<file path="config.mk">
export PLATFORM = sky130hd
export DESIGN_NAME = entry_input_conditioner
export DESIGN_NICKNAME = d
export VERILOG_FILES = /design/src/rtl/entry_pkg.sv /design/src/rtl/entry_input_conditioner_debounce.sv /design/src/rtl/entry_input_conditioner.sv
export SDC_FILE = /design/constraint.sdc
export NUM_CORES = 1
export LEC_CHECK = 0
export ABC_AREA = 1
export BUFFER_PORTS_ARGS = -buffer_cell sky130_fd_sc_hd__buf_4
export CAP_MARGIN = 0
export CELL_PAD_IN_SITES_DETAIL_PLACEMENT = 1
export CELL_PAD_IN_SITES_GLOBAL_PLACEMENT = 2
export CORE_MARGIN = 4
export CORE_UTILIZATION = 33
export CTS_CLUSTER_SIZE = 20
export DETAILED_ROUTE_END_ITERATION = 10
export PLACE_DENSITY_LB_ADDON = 0.1
export SETUP_SLACK_MARGIN = 0.02
export SYNTH_ARGS = -nofsm -noshare
export SYNTH_HDL_FRONTEND = slang
export SYNTH_SLANG_ARGS = --single-unit
</file>
<file path="constraint.sdc">
create_clock -name clk -period 1.59 [get_ports clk]
set_input_delay 0.2385 -clock clk [delete_from_list [all_inputs] [get_ports clk]]
set_output_delay 0.2385 -clock clk [all_outputs]
set_load 0.01 [all_outputs]
</file>
<file path="src/rtl/entry_pkg.sv">
// Shared definitions for the pass-entry input conditioner: button FSM encoding,
// default timing constants and the pass-code width.
package entry_pkg;

   typedef enum logic {
      RELEASED = 1'b0,
      PRESSED  = 1'b1
   } btn_state_t;

   localparam int DEF_SYNC_STAGES     = 2;
   localparam int DEF_DEBOUNCE_CYCLES = 16;
   localparam int PASS_W              = 4;

endpackage

</file>
<file path="src/rtl/entry_input_conditioner_debounce.sv">
// Synchroniser plus debounce filter for one bouncing board input.
// The committed level only moves after the synced input disagrees with it for DEBOUNCE_CYCLES cycles.
module debounce_filter
   import entry_pkg::*;
#(
   parameter int SYNC_STAGES     = DEF_SYNC_STAGES,
   parameter int DEBOUNCE_CYCLES = DEF_DEBOUNCE_CYCLES
) (
   input  logic clk,
   input  logic reset,
   input  logic din,
   output logic level
);

   localparam int CNT_W = $clog2(DEBOUNCE_CYCLES) + 1;

   logic [SYNC_STAGES-1:0] sync_q;
   logic [CNT_W-1:0]       cnt;
   logic                   din_sync;

   assign din_sync = sync_q[SYNC_STAGES-1];

   // Counter is cleared on commit so it can never wrap.
   always_ff @(posedge clk) begin
      if (reset) begin
         sync_q <= '0;
         cnt    <= '0;
         level  <= 1'b0;
      end else begin
         sync_q <= {sync_q[SYNC_STAGES-2:0], din};
         if (din_sync == level) begin
            cnt <= '0;
         end else if (cnt == CNT_W'(DEBOUNCE_CYCLES - 1)) begin
            level <= din_sync;
            cnt   <= '0;
         end else begin
            cnt <= cnt + CNT_W'(1);
         end
      end
   end

endmodule

</file>
<file path="src/rtl/entry_input_conditioner.sv">
// Front end of the pass-entry path: synchronises and debounces the board inputs and turns
// a debounced button press into a one-cycle confirm (or reject) with a snapshot of the switches.
module entry_input_conditioner
   import entry_pkg::*;
#(
   parameter int SYNC_STAGES     = DEF_SYNC_STAGES,
   parameter int DEBOUNCE_CYCLES = DEF_DEBOUNCE_CYCLES
) (
   input  logic              clk,
   input  logic              reset,
   input  logic [PASS_W-1:0] sw_data,
   input  logic              btn_confirm,
   input  logic              sw_enable,
   output logic [PASS_W-1:0] pass_data,
   output logic              confirm,
   output logic              enable,
   output logic              reject
);

   localparam int CNT_W = $clog2(DEBOUNCE_CYCLES) + 1;

   logic                               btn_lvl;
   logic [SYNC_STAGES-1:0][PASS_W-1:0] data_sync_q;
   logic [PASS_W-1:0]                  data_sync;
   logic [PASS_W-1:0]                  data_prev;
   logic [CNT_W-1:0]                   stab_cnt;
   logic                               data_stable;
   btn_state_t                         state;

   debounce_filter #(
      .SYNC_STAGES     (SYNC_STAGES),
      .DEBOUNCE_CYCLES (DEBOUNCE_CYCLES)
   ) u_btn_filter (
      .clk   (clk),
      .reset (reset),
      .din   (btn_confirm),
      .level (btn_lvl)
   );

   debounce_filter #(
      .SYNC_STAGES     (SYNC_STAGES),
      .DEBOUNCE_CYCLES (DEBOUNCE_CYCLES)
   ) u_enable_filter (
      .clk   (clk),
      .reset (reset),
      .din   (sw_enable),
      .level (enable)
   );

   assign data_sync = data_sync_q[SYNC_STAGES-1];

   // A change landing in the commit cycle itself must also count as unstable.
   assign data_stable = (stab_cnt == CNT_W'(DEBOUNCE_CYCLES)) && (data_sync == data_prev);

   // Switch synchroniser and saturating stability counter.
   always_ff @(posedge clk) begin
      if (reset) begin
         data_sync_q <= '0;
         data_prev   <= '0;
         stab_cnt    <= '0;
      end else begin
         data_sync_q <= {data_sync_q[SYNC_STAGES-2:0], sw_data};
         data_prev   <= data_sync;
         if (data_sync != data_prev) begin
            stab_cnt <= '0;
         end else if (stab_cnt != CNT_W'(DEBOUNCE_CYCLES)) begin
            stab_cnt <= stab_cnt + CNT_W'(1);
         end
      end
   end

   // Button FSM; enable here is the registered level from before this edge's update.
   always_ff @(posedge clk) begin
      if (reset) begin
         state     <= RELEASED;
         confirm   <= 1'b0;
         reject    <= 1'b0;
         pass_data <= '0;
      end else begin
         confirm <= 1'b0;
         reject  <= 1'b0;
         case (state)
            RELEASED: begin
               if (btn_lvl) begin
                  state <= PRESSED;
                  if (enable && data_stable) begin
                     confirm   <= 1'b1;
                     pass_data <= data_sync;
                  end else begin
                     reject <= 1'b1;
                  end
               end
            end
            PRESSED: begin
               if (!btn_lvl) begin
                  state <= RELEASED;
               end
            end
         endcase
      end
   end

endmodule

</file>
# == Yosys cells after proc, flatten, opt, wreduce, memory -nomap -nowiden ==
# Cells that the tools add are included.
# word_totals
reg_bits,40
elab_cells,41
# op_classes
addsub,3
n_eq_ne,8
mux,3
n_bitwise,4
reduce_logical,9
# ops
operator,n
5-bit by 1-bit adder with 5-bit output (second input constant),3
5-bit by 4-bit equality test with 1-bit output (second input constant),2
3-bit OR reduction,3
5-bit equality test (second input constant),1
5-bit inequality test (second input constant),1
4-bit equality test,1
4-bit inequality test,1
1-bit inverter,4
2-bit AND reduction,2
1-bit two-way mux,3
3-bit AND reduction,1
1-bit equality test,2
1-bit logical AND,2
2-bit OR reduction,1

# == Longest topological paths before layout ==
# Gate-level depths: netlist of run 1.
# depth
ltp_word,4
mapped_depth,10

# == By module ==
# A second synthesis of run 1 with hierarchy kept.
# hier_totals
cells_unflattened,197
hier_area_um2,1564.0
# by_module_without_submodules
mod,instances,cells_each,area_each_um2,seq_area_each_um2
entry_input_conditioner,1,125,945.9,480.5
debounce_filter,2,36,309.0,160.2

# == Least setup slack after synthesis of run 1 ==
# OpenSTA, ideal clock, no wires.
# synth_path
path_type,register to register
start,register u_enable_filter.cnt[0]
end,register u_enable_filter.cnt[3]
setup_time_ns,0.070
arrival_ns,1.312
required_time_ns,1.520
slack_ns,0.208
path_stages_with_launch,9
period_less_slack_ns,1.382
path_cell_list,dfxtp_1 > ha_1 > nand2_1 > nor2_1 > ha_1 > a21oi_1 > o211ai_2 > o21bai_1 > a21oi_1
# synth_between
elab_chain_cells,2
elab_cells_between_ends,3
classes_between,1 x add/sub; 1 x eq/ne; 1 x reduce/logical
# synth_lines
element,line_no,source
"start, declared",entry_input_conditioner_debounce.sv:18,logic [CNT_W-1:0] cnt;
"start signal, assigned",entry_input_conditioner_debounce.sv:37,cnt <= cnt + CNT_W'(1);
"parallel branches: the longest is 2 deep, another holds 5-bit by 1-bit adder with 5-bit output",--,
# Parallel ways; which one is timed is not known.
# A chain may end at the register's enable or synchronous reset.

# == Worst setup path in the final report of run 1 ==
# Same ends and word-level chain as after synthesis.

==> impl_metrics.py, run 1 <==
metrics = {
    "grt": {
        "track_usage_pct": 10.92,
        "grt_pass1_wl_microns": 5064,
        "grt_pass1_vias": 1182,
        "grt_max_degree": 20,
        "antenna_found_initial": 0,
        "gr-total-overflow": 0,
    },
    "logic_synthesis": {
        "synth-xor-area-share_pct": 0.5705,
        "yosys_register_bits": 40,
        "synthMuxAreaShare_pct": 0,
        "synth_nets": 206,
        "synth_top_cell_area_share_pct": 52.16,
        "synth.cell_area_sq_mm": 0.001535,
        "yosys.area_share.simple_pct": 25.35,
        "syn_inst": 192,
        "syn_area_per_cell_sq_um": 7.996,
        "yosys-top-cells-area": "dfxtp_1 52%, inv_1 9.8%, nor2_1 9.8%",
        "synth_seq_area_share_pct": 52.16,
        "synth_compound_area_share_pct": 6.438,
        "synth_top_family_by_area": "simple AND/OR/NAND/NOR gates",
        "ys_types": 23,
        "yosys.area.top_type": "dfxtp_1",
        "yosysWarnings": 0,
        "synthAdderAreaFrac_pct": 4.890,
    },
    "floorplan": {
        "dieArea_sq_mm": 0.005807,
        "start_util_pct": 34.78,
        "boundaryPins": 15,
        "fp.dieH_microns": 76.21,
        "core_sq_mm": 0.004414,
        "die_w_microns": 76.21,
        "rows": 24,
    },
    "power_and_ir_drop": {
        "ir_drop_mv": 0.5230,
        "p_leak_uw": 0.0008160,
        "powerDensity_mw_per_mm2": 947.5,
    },
    "job": {
        "drv_cap": 0,
    },
    "worst_setup_path": {
        "end_kind": "register",
        "critPathKind": "register to register",
        "r2r-end": "u_enable_filter.cnt[3]",
        "arrival_ns": 1.70,
        "reg2reg_depth": 8,
        "required_ns": 1.81,
        "critPathLaunchType": "register",
        "r2r_slack_ns": 0.11,
        "r2r_start": "u_enable_filter.cnt[0]",
        "cp_max_fo": 4,
    },
    "cells_and_area": {
        "layout-drive-gt1-share_pct": 21.50,
        "syn2layout_area_growth_pct": 20.13,
        "final_cell_mix": "40 x inv_1, 40 x nor2_1, 39 x dfxtp_1, 31 x nand2_1, 17 x buf_4",
        "n_fill_cell": 540,
        "n_antenna_cell": 0,
        "nets": 228,
    },
    "clock_network": {
        "root_buffer": "clkbuf_8",
        "cts_tree": "done",
        "htree_levels": 2,
        "cts_sinks": 40,
        "worstSkewPairLatency_ns": 0.28,
        "cts.reportedPaths.clkPinSlew_ns": 0.07,
        "cts_buffers": 5,
        "clk_path_buf_depth": 2,
    },
    "place": {
        "port_buffers": 14,
        "place_ws_ns": 0.008297,
        "routabilityCongestion": 0.7267,
        "dp_hpwl_microns": 2174,
    },
    "timing": {
        "drv_slew": 0,
        "holdWs_ns": 0.1511,
        "timing_hold_violations_final": 0,
        "relSlewSlack_pct": 83.38,
        "skew_ns": 0.009357,
        "max_freq_ghz": 0.6777,
        "setup_tns_ns": 0,
        "min_period_over_period_pct": 92.80,
        "rsz0062_at_grt": "no",
        "setup_viol": 0,
        "tightest_slew_ns": 0.2483,
        "layout_min_cycle_time_ns": 1.475,
        "layout_setup_ws_ns": 0.1145,
    },
    "worst_hold_path": {
        "hold_path_depth": 3,
        "min_from": "sw_data[3]",
        "min_to": "data_sync_q[3]",
        "hold_path_class": "input port to register",
    },
    "routing": {
        "drc": 0,
        "viasPerCell": 4.496,
        "wl_per_cell_microns": 10.78,
        "ant_nets": 0,
        "wirelength_microns": 2868,
        "drt_first_pass_iters": 4,
        "dr.first_iter.drc_count": 26,
        "vias": 1196,
    },
    "outcome": {
        "run_status": "completed",
    },
}
[cells by family after synthesis]
group	after synthesis
xor gates and xnor gates	1
and+or+nand+nor	87
buffers and inverters	43
adders and majority gates	6
DFF	40
AOI/OAI and AO/OA	15
[sequential cells by signal (all words and copies together) (netlist names)]
| signal | cells |
|---|---|
| stab_cnt | 5 |
| u_btn_filter.cnt | 5 |
| u_enable_filter.cnt | 5 |
| data_prev | 4 |
| data_sync | 4 |
| data_sync_q | 4 |
| pass_data | 4 |
| u_btn_filter.sync_q | 2 |
| u_enable_filter.sync_q | 2 |
| confirm | 1 |
| reject | 1 |
| state | 1 |
| u_btn_filter.level | 1 |
| u_enable_filter.level | 1 |
[timing repair]
item | CTS | global route
hold buffers | 0 | 0
endpoints found under the setup margin | 1 | 7
gates resized for setup | 1 | 9
buffers inserted | 2 | 1
[cell usage after synthesis (all sizes together)]
cell    instances
a21oi           9
and2            1
buf             2
dfxtp          40
ha              6
inv            41
nand2          33
nand3           4
nand4           2
nor2           44
nor3            1
nor3b           2
o211ai          2
o21ai           2
o21bai          2
xnor2           1
[worst max-delay path by stage]
stage | from | to | cells past startpoint
finish | u_enable_filter.cnt[0] | u_enable_filter.cnt[3] | 8
global route | u_enable_filter.cnt[0] | u_enable_filter.cnt[3] | 8
CTS | u_enable_filter.cnt[0] | u_enable_filter.cnt[3] | 8
detailed placement | u_btn_filter.cnt[0] | u_btn_filter.cnt[3] | 8
global placement | u_enable_filter.cnt[0] | u_enable_filter.cnt[3] | 8
floorplan | u_enable_filter.cnt[0] | u_enable_filter.cnt[3] | 8
[power breakdown]
part	internal, uW	switching (uW)
clock	298	319
combinational	39.6	50.9
sequential	1020	15.5
total	1360	385
[layout make-up]
type	count	area, sq um	area share, %
multi-input combinational	109	618.1	33.51
inverter	41	153.9	8.345
clock inverter	1	5.005	0.2714
timing repair buffer	17	127.6	6.920
sequential	40	802.0	43.49
tap	52	65.06	3.528
clock buffer	6	72.57	3.935
[per-stage QoR]
step,power (uW),util (%),std cells,cell area [sq um]
2_1_floorplan,1120,-,192,1535
3_3_place_gp,1147,38.44,256,1697
3_5_place_dp,1151,38.44,256,1697
4_1_cts,1786,40.62,265,1793
5_1_grt,1858,41.78,266,1844
6_report,1747,41.78,266,1844
[worst max-delay path: stages, from the launching register on]
cell and delay (ns):
dfxtp_1 0.33, ha_1 0.21, nand2_1 0.09, nor2_1 0.05
ha_2 0.18, a21oi_2 0.12, o211ai_2 0.14, o21bai_4 0.20
a21oi_1 0.10
[per-layer routing]
layer	GRT usage [%]	part of all wire, %	up-vias
met1	11.61	39	568
li1	-	-	610
met4	6.469	2.3	0
met2	18.15	55	14
met5	0	0	-
met3	4.255	4.1	4
Power figures use the tool's default switching activity.
==> inputs of run 2 (changes only) <==
clock period = 1.4 ns   (was 1.59 ns; I/O delays follow)
==> run 2 against run 1 <==
Clock power increased by 15%. Sequential cell count unchanged. First-iteration DRC count increased by 46%. Non-clock buffer count increased by 12. Utilization increased by 3.7 points. Register-to-register slack got worse by 0.06 ns. Design area increased by 8.9%. Critical endpoint is now u_btn_filter.cnt[3]. Fmax increased by 9.3%. Largest cell class unchanged. Die area unchanged. Worst hold slack got worse by 0.027 ns. Routed wire length increased by 16%.
==> impl_metrics.py, run 2 (synthesis results as in run 1) <==
metrics = {
    "floorplan": {
        "fp.dieH_microns": 76.21,
        "start_util_pct": 34.78,
        "die_w_microns": 76.21,
        "rows": 24,
        "boundaryPins": 15,
        "core_sq_mm": 0.004414,
        "dieArea_sq_mm": 0.005807,
    },
    "place": {
        "port_buffers": 14,
        "routabilityCongestion": 0.7406,
        "dp_hpwl_microns": 2342,
        "placed_area_sq_mm": 0.001760,
    },
    "timing": {
        "max_freq_ghz": 0.7409,
        "timing_hold_violations_final": 0,
        "layout_min_cycle_time_ns": 1.350,
        "relSlewSlack_pct": 83.72,
        "setup_tns_ns": 0,
        "tightest_slew_ns": 0.2438,
        "setup_viol": 0,
        "min_period_over_period_pct": 96.41,
        "drv_slew": 0,
        "skew_ns": 0.006377,
        "rsz0062_at_grt": "yes",
    },
    "routing": {
        "viasPerCell": 4.470,
        "drt_first_pass_iters": 2,
        "vias": 1247,
        "ant_nets": 0,
        "wl_per_cell_microns": 11.96,
        "dr.first_iter.drc_count": 38,
        "drc": 0,
        "wirelength_microns": 3336,
    },
    "worst_setup_path": {
        "end_kind": "register",
        "crit_path_start": "u_btn_filter.cnt[1]",
        "r2r_start": "u_btn_filter.cnt[1]",
        "critPathLaunchType": "register",
        "arrival_ns": 1.57,
        "cp_max_fo": 3,
        "required_ns": 1.62,
        "critPathKind": "register to register",
    },
    "cells_and_area": {
        "final_cell_mix": "37 x inv_1, 37 x nor2_1, 35 x dfxtp_1, 29 x buf_4, 27 x nand2_1",
        "top_regs": "stab_cnt x5, u_btn_filter.cnt x5, u_enable_filter.cnt x5",
        "nets": 241,
        "layout-drive-gt1-share_pct": 31.28,
        "final_area_sq_mm": 0.002008,
        "syn2layout_area_growth_pct": 30.81,
        "n_antenna_cell": 0,
    },
    "power_and_ir_drop": {
        "pwr-share-seq_pct": 58.1,
        "p_clk_share_pct": 35.0,
        "p_comb_share_pct": 6.8,
        "powerDensity_mw_per_mm2": 1010,
        "intPower_uw": 1565,
        "swShare_pct": 22.86,
        "power.net_switching_uw": 463.8,
        "ir_drop_mv": 0.4694,
        "p_leak_uw": 0.0008926,
        "power_uw": 2029,
    },
    "clock_network": {
        "hold_buffers": 0,
        "cts_buffers": 5,
        "cts_tree": "done",
        "cts_sinks": 40,
        "clk_path_buf_depth": 2,
        "worstSkewPairLatency_ns": 0.29,
        "root_buffer": "clkbuf_8",
        "htree_levels": 2,
        "cts.reportedPaths.clkPinSlew_ns": 0.07,
    },
    "job": {
        "drv_cap": 0,
    },
    "grt": {
        "gr-total-overflow": 0,
        "grt_max_degree": 19,
        "grt_pass1_wl_microns": 5506,
        "track_usage_pct": 11.67,
        "grt_pass1_vias": 1306,
        "antenna_found_initial": 0,
    },
    "worst_hold_path": {
        "min_from": "sw_data[1]",
        "hold_path_class": "input port to register",
    },
    "outcome": {
        "run_status": "completed",
    },
}
## run 2: cell count changes in the layout (fill, tap and decap cells not counted), sizes merged
cell	before	now
buf	17	29
nand4	2	3
## run 2: per-layer routing
layer	share of wire, %	wire, microns	track usage [%]	vias to the layer above
li1	-	-	-	641
met1	41	1377	12.21	583
met5	0	0	0	-
met2	54	1809	21.40	16
met3	2.9	98	3.191	7
met4	1.5	50	5.245	0
## run 2: cell type report
class,count,area [sq um]
sequential,40,807.0
timing repair buffer,29,217.7
multi-input combinational,110,686.9
inverter,41,153.9
fill,534,2406
tap,52,65.06
clock buffer,6,72.57
clock inverter,1,5.005
## run 2: worst max-delay path, cell delays in order, from the launching register on
cell and delay [ns]:
dfxtp_2 0.34, ha_4 0.17, nand2_4 0.07, nor2_4 0.04, ha_4 0.16, a21oi_2 0.11, o211ai_2 0.11, o21bai_1 0.17
a21oi_1 0.11
## run 2: path summary, 6_finish.rpt
kind | cells past startpoint | to | slack (ns)
worst max-delay path | 8 | u_btn_filter.cnt[3] | 0.05
worst min-delay path | 3 | data_sync_q[1] | 0.12
worst max register to register | 8 | u_btn_filter.cnt[3] | 0.05
worst min register to register | 2 | data_sync[2] | 0.41
## run 2: power by group through the flow
stage	clock (uW)	combinational (uW)	sequential, uW
finish	711	139	1180
global route	797	159	1180
CTS	743	122	1180
detailed placement	0	119	1200
global placement	0	114	1200
floorplan	0	70.2	1200
## run 2: timing repair
action	4_1_cts	5_1_grt
cloned	0	1
setup endpoints to repair	9	14
resized for setup	11	19
pin swaps	3	10
setup buffers	3	4
## run 2: stage by stage
step                utilization [%]  hold slack (ns)  std cells  setup WS [ns]
detailed placement            39.88           0.4030        264        -0.1080
CTS                           42.89           0.1170        274        0.02201
global placement              39.88           0.3941        264        0.01635
finish                        45.49           0.1239        279        0.05020
global route                  45.49           0.1229        279       -0.04587
floorplan                         -           0.3170        192        0.02543
==> inputs of run 3 (changes only) <==
CELL_PAD_IN_SITES_GLOBAL_PLACEMENT = 1   (was 2)
CORE_UTILIZATION = 42   (was 33)
==> run 3 against run 2 <==
The flow now finishes with violations (setup timing). Total power increased by 4.5%. Combinational power decreased by 6%. Clock-buffer cell count increased by 1. Worst setup slack got worse by 0.052 ns. Critical path depth unchanged. Largest cell class unchanged. Highest routed layer unchanged.
==> impl_metrics.py, run 3 (synthesis results as in run 1) <==
metrics = {
    "floorplan": {
        "start_util_pct": 44.60,
        "boundaryPins": 15,
        "rows": 21,
        "dieArea_sq_mm": 0.004687,
        "fp.dieH_microns": 68.46,
        "die_w_microns": 68.46,
        "core_sq_mm": 0.003442,
    },
    "job": {
        "drv_cap": 0,
    },
    "worst_setup_path": {
        "r2r-end": "u_btn_filter.cnt[3]",
        "reg2reg_depth": 8,
        "slowest_stage": "dfxtp_2",
        "arrival_ns": 1.62,
        "critPathLaunchType": "register",
        "path_cells": "ha_4 > nand2_2 > nor2_1 > ha_2 > a21oi_2 > o211ai_2 > o21bai_1 > a21oi_1",
        "critPathKind": "register to register",
        "cpPeakStageDelay_ns": 0.34,
        "r2r_start": "u_btn_filter.cnt[0]",
        "required_ns": 1.61,
        "cp_max_fo": 3,
        "r2r_slack_ns": -0.002,
        "end_kind": "register",
    },
    "routing": {
        "viasPerCell": 4.563,
        "drt_first_pass_iters": 2,
        "wl_per_cell_microns": 11.77,
        "ant_nets": 0,
        "vias": 1232,
        "dr.first_iter.drc_count": 50,
        "drc": 0,
        "wirelength_microns": 3178,
    },
    "worst_hold_path": {
        "hold_path_class": "input port to register",
        "min_from": "btn_confirm",
        "min_to": "u_btn_filter.sync_q[0]",
        "hold_path_depth": 3,
    },
    "timing": {
        "layout_setup_ws_ns": -0.001699,
        "tightest_slew_ns": 0.3204,
        "timing_hold_violations_final": 0,
        "drv_slew": 0,
        "relSlewSlack_pct": 78.56,
        "layout_min_cycle_time_ns": 1.402,
        "setup_viol": 1,
        "rsz0062_at_grt": "yes",
        "max_freq_ghz": 0.7134,
        "skew_ns": 0.002691,
        "min_period_over_period_pct": 100.1,
    },
    "grt": {
        "grt_pass1_vias": 1293,
        "grt_max_degree": 19,
        "gr-total-overflow": 0,
        "grt_pass1_wl_microns": 5313,
        "track_usage_pct": 15.50,
        "antenna_found_initial": 0,
    },
    "outcome": {
        "violations": "setup timing",
        "run_status": "finished, violations left",
    },
    "cells_and_area": {
        "finalNonFillerCells": 270,
        "n_antenna_cell": 0,
        "final_common_cell": "inv_1",
        "layout-drive-gt1-share_pct": 30.36,
        "top_regs": "stab_cnt x5, u_btn_filter.cnt x5, u_enable_filter.cnt x5",
        "n_fill_cell": 426,
        "final_cell_mix": "38 x inv_1, 36 x nor2_1, 35 x dfxtp_1, 28 x nand2_1, 26 x buf_4",
        "syn2layout_area_growth_pct": 28.12,
        "nets": 238,
    },
    "clock_network": {
        "cts_tree": "done",
        "cts.reportedPaths.clkPinSlew_ns": 0.07,
        "root_buffer": "clkbuf_8",
        "worstSkewPairLatency_ns": 0.28,
        "cts_sinks": 40,
        "clk_path_buf_depth": 2,
        "htree_levels": 2,
        "cts_buffers": 5,
    },
    "place": {
        "dp_hpwl_microns": 2206,
        "placed_cells_incl_taps": 257,
        "port_buffers": 14,
        "routabilityCongestion": 0.7892,
        "place_ws_ns": -0.09236,
    },
    "power_and_ir_drop": {
        "ir_drop_mv": 0.6599,
        "powerDensity_mw_per_mm2": 1078,
        "p_leak_uw": 0.0008832,
    },
}
run 3: power breakdown:
part	internal, uW	switching [uW]
Sequential	1160	15.2
Combinational	57.9	72.9
Clock	439	372
run 3: layout make-up:
class                      count  area, sq um  share of cell area, %
clock buffer                   7        96.34                  4.898
inverter                      41        153.9                  7.824
multi-input combinational    110        656.9                  33.40
sequential                    40        807.0                  41.03
tap                           46        57.56                  2.926
timing repair buffer          26        195.2                  9.924
run 3: stage by stage:
step           hold WS, ns  area, sq um  util [%]  power, uW  setup TNS (ns)
2_1_floorplan       0.3170         1539         -       1273               0
3_3_place_gp        0.3900         1745     50.71       1312               0
3_5_place_dp        0.3985         1745     50.71       1323         -0.4521
4_1_cts             0.1152         1888     54.85       2131               0
5_1_grt             0.1287         1967     57.14       2232         -0.3649
6_report            0.1217         1967     57.14       2121       -0.001699
run 3: critical path: cells and delay by family (launching register included):
kind                     cells  cell delay [ns]
AND/OR/NAND/NOR              2             0.10
AO/OA/AOI/OAI                4             0.55
flip-flops                   1             0.34
adder cells (fa/ha/maj)      2             0.34
run 3: routing by layer:
layer  track usage, %  routed length [microns]  vias up  share of wire (%)
met3            3.448                       86        6                2.7
li1                 -                        -      635                  -
met2            29.20                     1747       12                 55
met5                0                        0        -                  0
met4            8.933                       62        0                2.0
met1            15.23                     1283      579                 40
run 3: worst max path at each step:
stage | startpoint | cells after the start | slack [ns] | endpoint
2_1_floorplan | u_btn_filter.cnt[0] | 8 | 0.03 | u_btn_filter.cnt[3]
3_3_place_gp | u_btn_filter.cnt[0] | 8 | 0.03 | u_btn_filter.cnt[3]
3_5_place_dp | u_btn_filter.cnt[0] | 8 | -0.09 | u_btn_filter.cnt[3]
4_1_cts | u_btn_filter.cnt[1] | 8 | 0.02 | u_btn_filter.cnt[3]
5_1_grt | u_btn_filter.cnt[1] | 8 | -0.07 | u_btn_filter.cnt[3]
6_report | u_btn_filter.cnt[0] | 8 | -0.002 | u_btn_filter.cnt[3]
run 3: repair_timing:
item                                    in CTS  in global routing
endpoints found under the hold margin        0                  0
hold buffers                                 0                  0
gates resized for setup                     10                 14
cloned                                       0                  1
pin swaps                                    3                  7
buffers inserted                             2                  3
endpoints found under the setup margin      10                 14
